<file path="src/rtl/iic_seq_pkg.sv">
// Shared types for the table-driven I2C register sequencer.
// The entry body layout here is the low part of every table word; the mux channel sits above it.
package iic_seq_pkg;

  typedef struct packed {
    logic       last;
    logic       verify;
    logic [7:0] addr;
    logic [7:0] val;
  } seq_entry_t;

  localparam int unsigned SEQ_BODY_W = $bits(seq_entry_t);

  typedef enum logic [2:0] {
    S_IDLE,
    S_FETCH,
    S_MUX,
    S_WRITE,
    S_READ,
    S_NEXT,
    S_DONE,
    S_FAIL
  } state_t;

  function automatic int unsigned ch_width(input int unsigned channels);
    return (channels <= 2) ? 1 : $clog2(channels);
  endfunction

  function automatic int unsigned ENTRY_W(input int unsigned ch_w);
    return ch_w + SEQ_BODY_W;
  endfunction

endpackage

</file>
<file path="src/rtl/iic_seq_retry.sv">
// Per-entry retry counter: decides between another attempt and giving up on an error.
module iic_seq_retry
#(
  parameter int MAX_RETRY = 3
) (
  input  logic clk,
  input  logic reset_n,
  input  logic i_err,
  input  logic i_clr,
  output logic o_retry,
  output logic o_give_up
);

  logic [3:0] r_cnt;

  always_comb begin
    o_retry   = 1'b0;
    o_give_up = 1'b0;
    if (i_err) begin
      if (r_cnt < 4'(MAX_RETRY)) o_retry = 1'b1;
      else                       o_give_up = 1'b1;
    end
  end

  always_ff @(posedge clk or negedge reset_n) begin
    if (!reset_n)     r_cnt <= '0;
    else if (i_clr)   r_cnt <= '0;
    else if (o_retry) r_cnt <= r_cnt + 4'd1;
  end

endmodule

</file>
<file path="src/rtl/iic_cfg_seq.sv">
// Table-driven I2C register sequencer in front of simple_iic, with per-entry mux channel select.
// Optional read-back verification is built in when IIC_SEQ_VERIFY_EN is defined.
module iic_cfg_seq
  import iic_seq_pkg::*;
#(
  parameter  int ENTRIES    = 64,
  parameter  int CHANNELS   = 4,
  parameter  int MAX_RETRY  = 3,
  parameter  int MUX_SETTLE = 16,
  localparam int IDX_W      = $clog2(ENTRIES),
  localparam int CH_W       = ch_width(CHANNELS),
  localparam int EW         = ENTRY_W(CH_W)
) (
  input  logic             clk,
  input  logic             reset_n,
  input  logic             start,
  output logic [IDX_W-1:0] tbl_idx,
  input  logic [EW-1:0]    tbl_entry,
  output logic [CH_W-1:0]  twi_mux,
  output logic             wr_req,
  output logic [7:0]       wr_addr,
  output logic [7:0]       wr_data,
  input  logic             wr_fin,
  input  logic             wr_ack,
  output logic             rd_req,
  output logic [7:0]       rd_addr,
  input  logic [7:0]       rd_data,
  input  logic             rd_fin,
  input  logic             rd_ack,
  output logic             busy,
  output logic             init_done,
  output logic             init_fail,
  output logic [IDX_W-1:0] fail_idx
);

  localparam int SET_W = $clog2(MUX_SETTLE + 1);

  state_t          r_state;
  state_t          w_next;
  logic [CH_W-1:0] w_ch;
  seq_entry_t      w_body;
  logic            r_auto;
  logic            r_first;
  logic            r_last;
  logic [SET_W-1:0] r_settle;
  logic            w_err;
  logic            w_clr;
  logic            w_retry;
  logic            w_give_up;
  logic            w_wr_ok;
  logic            w_rd_ok;

  assign w_ch   = tbl_entry[EW-1 -: CH_W];
  assign w_body = tbl_entry[SEQ_BODY_W-1:0];
  assign busy   = !(r_state inside {S_IDLE, S_DONE, S_FAIL});

  assign w_wr_ok = (r_state == S_WRITE) && wr_req && wr_fin && wr_ack;

`ifdef IIC_SEQ_VERIFY_EN
  logic r_verify;

  assign w_rd_ok = (r_state == S_READ) && rd_req && rd_fin && rd_ack && (rd_data == wr_data);
`else
  logic w_unused;

  assign w_rd_ok  = 1'b0;
  assign rd_req   = 1'b0;
  assign rd_addr  = 8'h00;
  assign w_unused = ^{w_body.verify, rd_data, rd_fin, rd_ack};
`endif

  // A fin only counts while the matching request is actually outstanding.
  always_comb begin
    w_err = 1'b0;
    if (r_state == S_WRITE && wr_req && wr_fin && !wr_ack) w_err = 1'b1;
`ifdef IIC_SEQ_VERIFY_EN
    if (r_state == S_READ && rd_req && rd_fin && (!rd_ack || rd_data != wr_data)) w_err = 1'b1;
`endif
  end

  iic_seq_retry #(
    .MAX_RETRY (MAX_RETRY)
  ) u_retry (
    .clk       (clk),
    .reset_n   (reset_n),
    .i_err     (w_err),
    .i_clr     (w_clr),
    .o_retry   (w_retry),
    .o_give_up (w_give_up)
  );

  always_ff @(posedge clk or negedge reset_n) begin
    if (!reset_n) r_state <= S_IDLE;
    else          r_state <= w_next;
  end

  always_comb begin
    w_next = r_state;
    w_clr  = 1'b0;
    case (r_state)
      S_IDLE, S_DONE, S_FAIL: begin
        if (start || r_auto) begin
          w_next = S_FETCH;
          w_clr  = 1'b1;
        end
      end
      S_FETCH: w_next = (r_first || w_ch != twi_mux) ? S_MUX : S_WRITE;
      S_MUX: begin
        if (r_settle == SET_W'(MUX_SETTLE - 1)) w_next = S_WRITE;
      end
      S_WRITE: begin
`ifdef IIC_SEQ_VERIFY_EN
        if (w_wr_ok) w_next = r_verify ? S_READ : S_NEXT;
`else
        if (w_wr_ok) w_next = S_NEXT;
`endif
      end
      S_READ: begin
        if (w_rd_ok) w_next = S_NEXT;
      end
      S_NEXT: begin
        w_clr  = 1'b1;
        w_next = (r_last || tbl_idx == IDX_W'(ENTRIES - 1)) ? S_DONE : S_FETCH;
      end
      default: w_next = S_IDLE;
    endcase
    if (w_retry)   w_next = S_WRITE;
    if (w_give_up) w_next = S_FAIL;
  end

  // Retries re-enter WRITE with wr_req low; it is raised again one cycle later.
  always_ff @(posedge clk or negedge reset_n) begin
    if (!reset_n) begin
      r_auto    <= 1'b1;
      r_first   <= 1'b0;
      r_last    <= 1'b0;
      r_settle  <= '0;
      tbl_idx   <= '0;
      twi_mux   <= '0;
      wr_req    <= 1'b0;
      wr_addr   <= 8'h00;
      wr_data   <= 8'h00;
      init_done <= 1'b0;
      init_fail <= 1'b0;
      fail_idx  <= '0;
    end else begin
      r_auto <= 1'b0;
      case (r_state)
        S_IDLE, S_DONE, S_FAIL: begin
          if (w_next == S_FETCH) begin
            tbl_idx   <= '0;
            r_first   <= 1'b1;
            init_done <= 1'b0;
            init_fail <= 1'b0;
            fail_idx  <= '0;
          end
        end
        S_FETCH: begin
          r_first  <= 1'b0;
          r_last   <= w_body.last;
          wr_addr  <= w_body.addr;
          wr_data  <= w_body.val;
          r_settle <= '0;
          if (w_next == S_MUX) twi_mux <= w_ch;
          else                 wr_req  <= 1'b1;
        end
        S_MUX: begin
          if (w_next == S_WRITE) wr_req   <= 1'b1;
          else                   r_settle <= r_settle + SET_W'(1);
        end
        S_WRITE: begin
          if (!wr_req)     wr_req <= 1'b1;
          else if (wr_fin) wr_req <= 1'b0;
        end
        S_NEXT: begin
          if (w_next == S_FETCH) tbl_idx   <= tbl_idx + IDX_W'(1);
          if (w_next == S_DONE)  init_done <= 1'b1;
        end
        default: ;
      endcase
      if (w_give_up) begin
        init_fail <= 1'b1;
        fail_idx  <= tbl_idx;
      end
    end
  end

`ifdef IIC_SEQ_VERIFY_EN
  always_ff @(posedge clk or negedge reset_n) begin
    if (!reset_n) begin
      r_verify <= 1'b0;
      rd_req   <= 1'b0;
      rd_addr  <= 8'h00;
    end else begin
      if (r_state == S_FETCH) begin
        r_verify <= w_body.verify;
        rd_addr  <= w_body.addr;
      end
      if (r_state == S_WRITE && w_next == S_READ) rd_req <= 1'b1;
      if (r_state == S_READ && rd_req && rd_fin)  rd_req <= 1'b0;
    end
  end
`endif

endmodule

</file>
<file path="config.mk">
export PLATFORM = sky130hd
export DESIGN_NAME = iic_cfg_seq
export DESIGN_NICKNAME = d
export VERILOG_FILES = /design/src/rtl/iic_seq_pkg.sv /design/src/rtl/iic_seq_retry.sv /design/src/rtl/iic_cfg_seq.sv
export SDC_FILE = /design/constraint.sdc
export NUM_CORES = 1
export LEC_CHECK = 0
export ABC_AREA = 1
export CORE_ASPECT_RATIO = 0.8
export CORE_MARGIN = 5
export CORE_UTILIZATION = 45
export CTS_CLUSTER_DIAMETER = 50
export DETAILED_ROUTE_END_ITERATION = 10
export PLACE_DENSITY = 0.79
export SLEW_MARGIN = 15
export SYNTH_ARGS = -nofsm -noshare
export SYNTH_HDL_FRONTEND = slang
export SYNTH_SLANG_ARGS = --single-unit
</file>
<file path="constraint.sdc">
create_clock -name clk -period 2.3 [get_ports clk]
set_input_delay 0.46 -clock clk [delete_from_list [all_inputs] [get_ports clk]]
set_output_delay 0.46 -clock clk [all_outputs]
set_load 0.01 [all_outputs]
</file>
==> impl_metrics.tcl <==
set metrics [dict create \
    leakagePower_uw 0.001504 \
    r2r_slack_ns 0.31 \
    clock_latency_ns 0.30 \
    maxCapViolations 0 \
    critPathKind "flop to output port" \
    synth_top_family_by_area "simple AND/OR/NAND/NOR gates" \
    drc 0 \
    grt_start_max_net_pins 49 \
    rsz0062_at_grt "no" \
    synthDistinctLibCells 31 \
    viasPerCell 4.830 \
    multi_input_area_um2 939.7 \
    synthXorXnorAreaFrac_pct 0.7539 \
    ir_drop_mv 0.6751 \
    cts_tree "yes" \
    cts-htree-levels 2 \
    cts_root_buf "clkbuf_8" \
    wl_per_cell_um 12.71 \
    reg2reg_from "r_settle[0]" \
    fin_crit_ns 2.118 \
    antenna_found_initial 0 \
    grt_pass1_vias 2022 \
    skew_ns 0.005333 \
    final_antenna_net_count 0 \
    io_pins 78 \
    port_buffers 57 \
    cts.sink_count 48 \
    rows 23 \
    cts_max_path_buffers 2 \
    finalWeightedCongestion 0.8025 \
    ctsHoldBuffers 0 \
    arrival_ns 1.66 \
    ys_seq_area_share_pct 51.75 \
    setup-tns-final_ns 0 \
    vias 1990 \
    hold_violations 0 \
    yosys.area_share.adder_pct 2.154 \
    first_pass_iters 4 \
    muxShareOfSynthArea_pct 0 \
    hold_class "input port to asynchronous set/reset pin" \
    start_util_pct 46.40 \
    n_antenna_cell 0 \
    synthTopCellsByArea "dfrtp_1 51%, nand2_1 15%, inv_1 4.5%" \
    overflow 0 \
    p_total_uw 3555 \
    regArea_um2 1202 \
    grt_usage_pct 16.35 \
    synth_warnings 0 \
    numCtsBuffers 5 \
    clk_pin_slew_ns 0.09 \
    slew_viol_final 0 \
    tightest_slew_ns 0.5890 \
    netlist_area_um2 2323 \
    nNetsFinal 388 \
    die_w_um 90.34 \
    post_cts_buffers 0 \
    final-setup-viol-count 0 \
    avgSynthCellArea_um2 8.096 \
    drt-initial-drc-count 100 \
    ys_ff_latch 48 \
    r2r_end "twi_mux[0]" \
    drt-total-wl_um 5237 \
    yosys.area_share.simple_pct 29.99 \
    cp-end-kind "output port" \
    syn_inst 287 \
    ctsResizeCount 0 \
    power.density_nw_per_um2 1167 \
    dieArea_um2 6709 \
    synth-compound-area-share_pct 5.924 \
    critPathMaxFanout 6 \
    worstPathRequired_ns 1.84 \
    die_h_um 74.27 \
    fill_cells 459 \
    coreArea_um2 5007 \
    crit_path_start_kind "flop" \
    grt_pass1_wl_um 8956 \
    outcome "finished, final reports clean" \
    area_delta_synth_final_pct 31.13 \
    worstRegToRegCells 8 \
    layout-drive-gt1-share_pct 9.143 \
    hpwl_um 3953 \
    synth_top_cell_area_share_pct 50.62 \
    synth_largest_area_cell "dfrtp_1" \
    fmax_ghz 0.4721 \
    min_period_over_period_pct 92.09 \
    relSlewSlack_pct 60.74 \
]
==> stage by stage <==
step	cells	utilization, %	instance area, um2	setup slack [ns]	hold WS [ns]
after floorplan	296	-	2357	0.5923	0.1644
after global placement	404	58.62	2935	0.3323	0.4585
after detailed placement	404	58.62	2935	0.2784	0.4649
after CTS	412	60.84	3047	0.1963	0.2618
after global routing	412	60.84	3047	0.1006	0.2852
final	412	60.84	3047	0.1818	0.2352
==> where the power goes <==
part / internal [uW] / leakage, uW / switching (uW)
Clock: 322 / 0.0000541 / 292
Sequential: 1100 / 0.000615 / 177
Combinational: 709 / 0.000835 / 955
==> placed cells by master, fill, tap and decap left out, drive strengths merged, types with 3 or more instances in the layout <==
cell           netlist  final
a21oi                4      4
dfrtp               47     47
o21ai               19     19
nand2               99     99
clkdlybuf4s50        0     56
conb                 1     10
nand3               25     25
ha                   4      4
buf                 11      4
nand4                3      3
clkbuf               3      5
nor2                28     28
inv                 34     34
==> synth_stat cells <==
cell      count
nand2_2       3
a21oi_1       4
buf_4         9
nand2_1      95
nor2_4        2
and3_1        1
xor2_1        1
o21ai_1      15
nand3_2       4
nand2_4       1
nand3_1      21
buf_1         1
inv_1        28
xnor2_1       1
nor2_1       25
dfrtp_1      47
o21ai_0       4
inv_2         6
nand4_2       1
nor3_1        1
ha_1          4
buf_2         1
nand4_1       2
o21a_1        1
dfstp_2       1
clkbuf_1      3
a21boi_1      1
nor2_2        1
o21bai_1      1
or2_2         1
conb_1        1
==> worst max-delay path by stage <==
stage | slack [ns] | from | endpoint | depth (start not counted)
3_3_place_gp | 0.33 | tbl_entry[19] | r_settle[1] | 12
4_1_cts | 0.20 | r_state[1] | busy | 4
3_5_place_dp | 0.28 | tbl_entry[19] | r_settle[2] | 12
6_report | 0.18 | r_state[0] | busy | 3
2_1_floorplan | 0.59 | r_settle[0] | twi_mux[0] | 8
5_1_grt | 0.10 | r_state[0] | busy | 3
==> per-layer routing <==
layer	track usage, %	part of all wire [%]	vias to the layer above
li1	-	-	999
met1	19.35	44	929
met2	28.73	47	54
met3	5.865	7.6	8
met4	4.463	1.2	0
met5	0	0	-
==> kinds of logic (layout without fill, tap and decap cells) <==
family,count (synthesis),after routing
AND/OR/NAND/NOR,158,158
flip-flops,48,48
buffers and inverters,48,102
AO/OA/AOI/OAI,26,26
adder cells (fa/ha/maj),4,4
XOR/XNOR,2,2
other,1,10
==> worst max-delay path, stage by stage (launching register included) <==
cell	delay [ns]
dfrtp_1	0.46
o21ai_1	0.25
nand2_1	0.14
clkdlybuf4s50_1	0.50
==> final cells by class <==
class                      instances  area share, %
clock buffer                       5          2.259
sequential                        48          39.47
inverter                          34          4.189
clock inverter                     3          1.396
timing repair buffer              60          19.30
multi-input combinational        200          30.84
tap                               62          2.546
==> flip-flops by register name, summed over array words and instances, names as in the netlist, 2 cells and up <==
register	cells
wr_addr	8
wr_data	8
fail_idx	6
tbl_idx	6
r_settle	5
u_retry.r_cnt	4
r_state	3
twi_mux	2
Power figures use the tool's default switching activity.
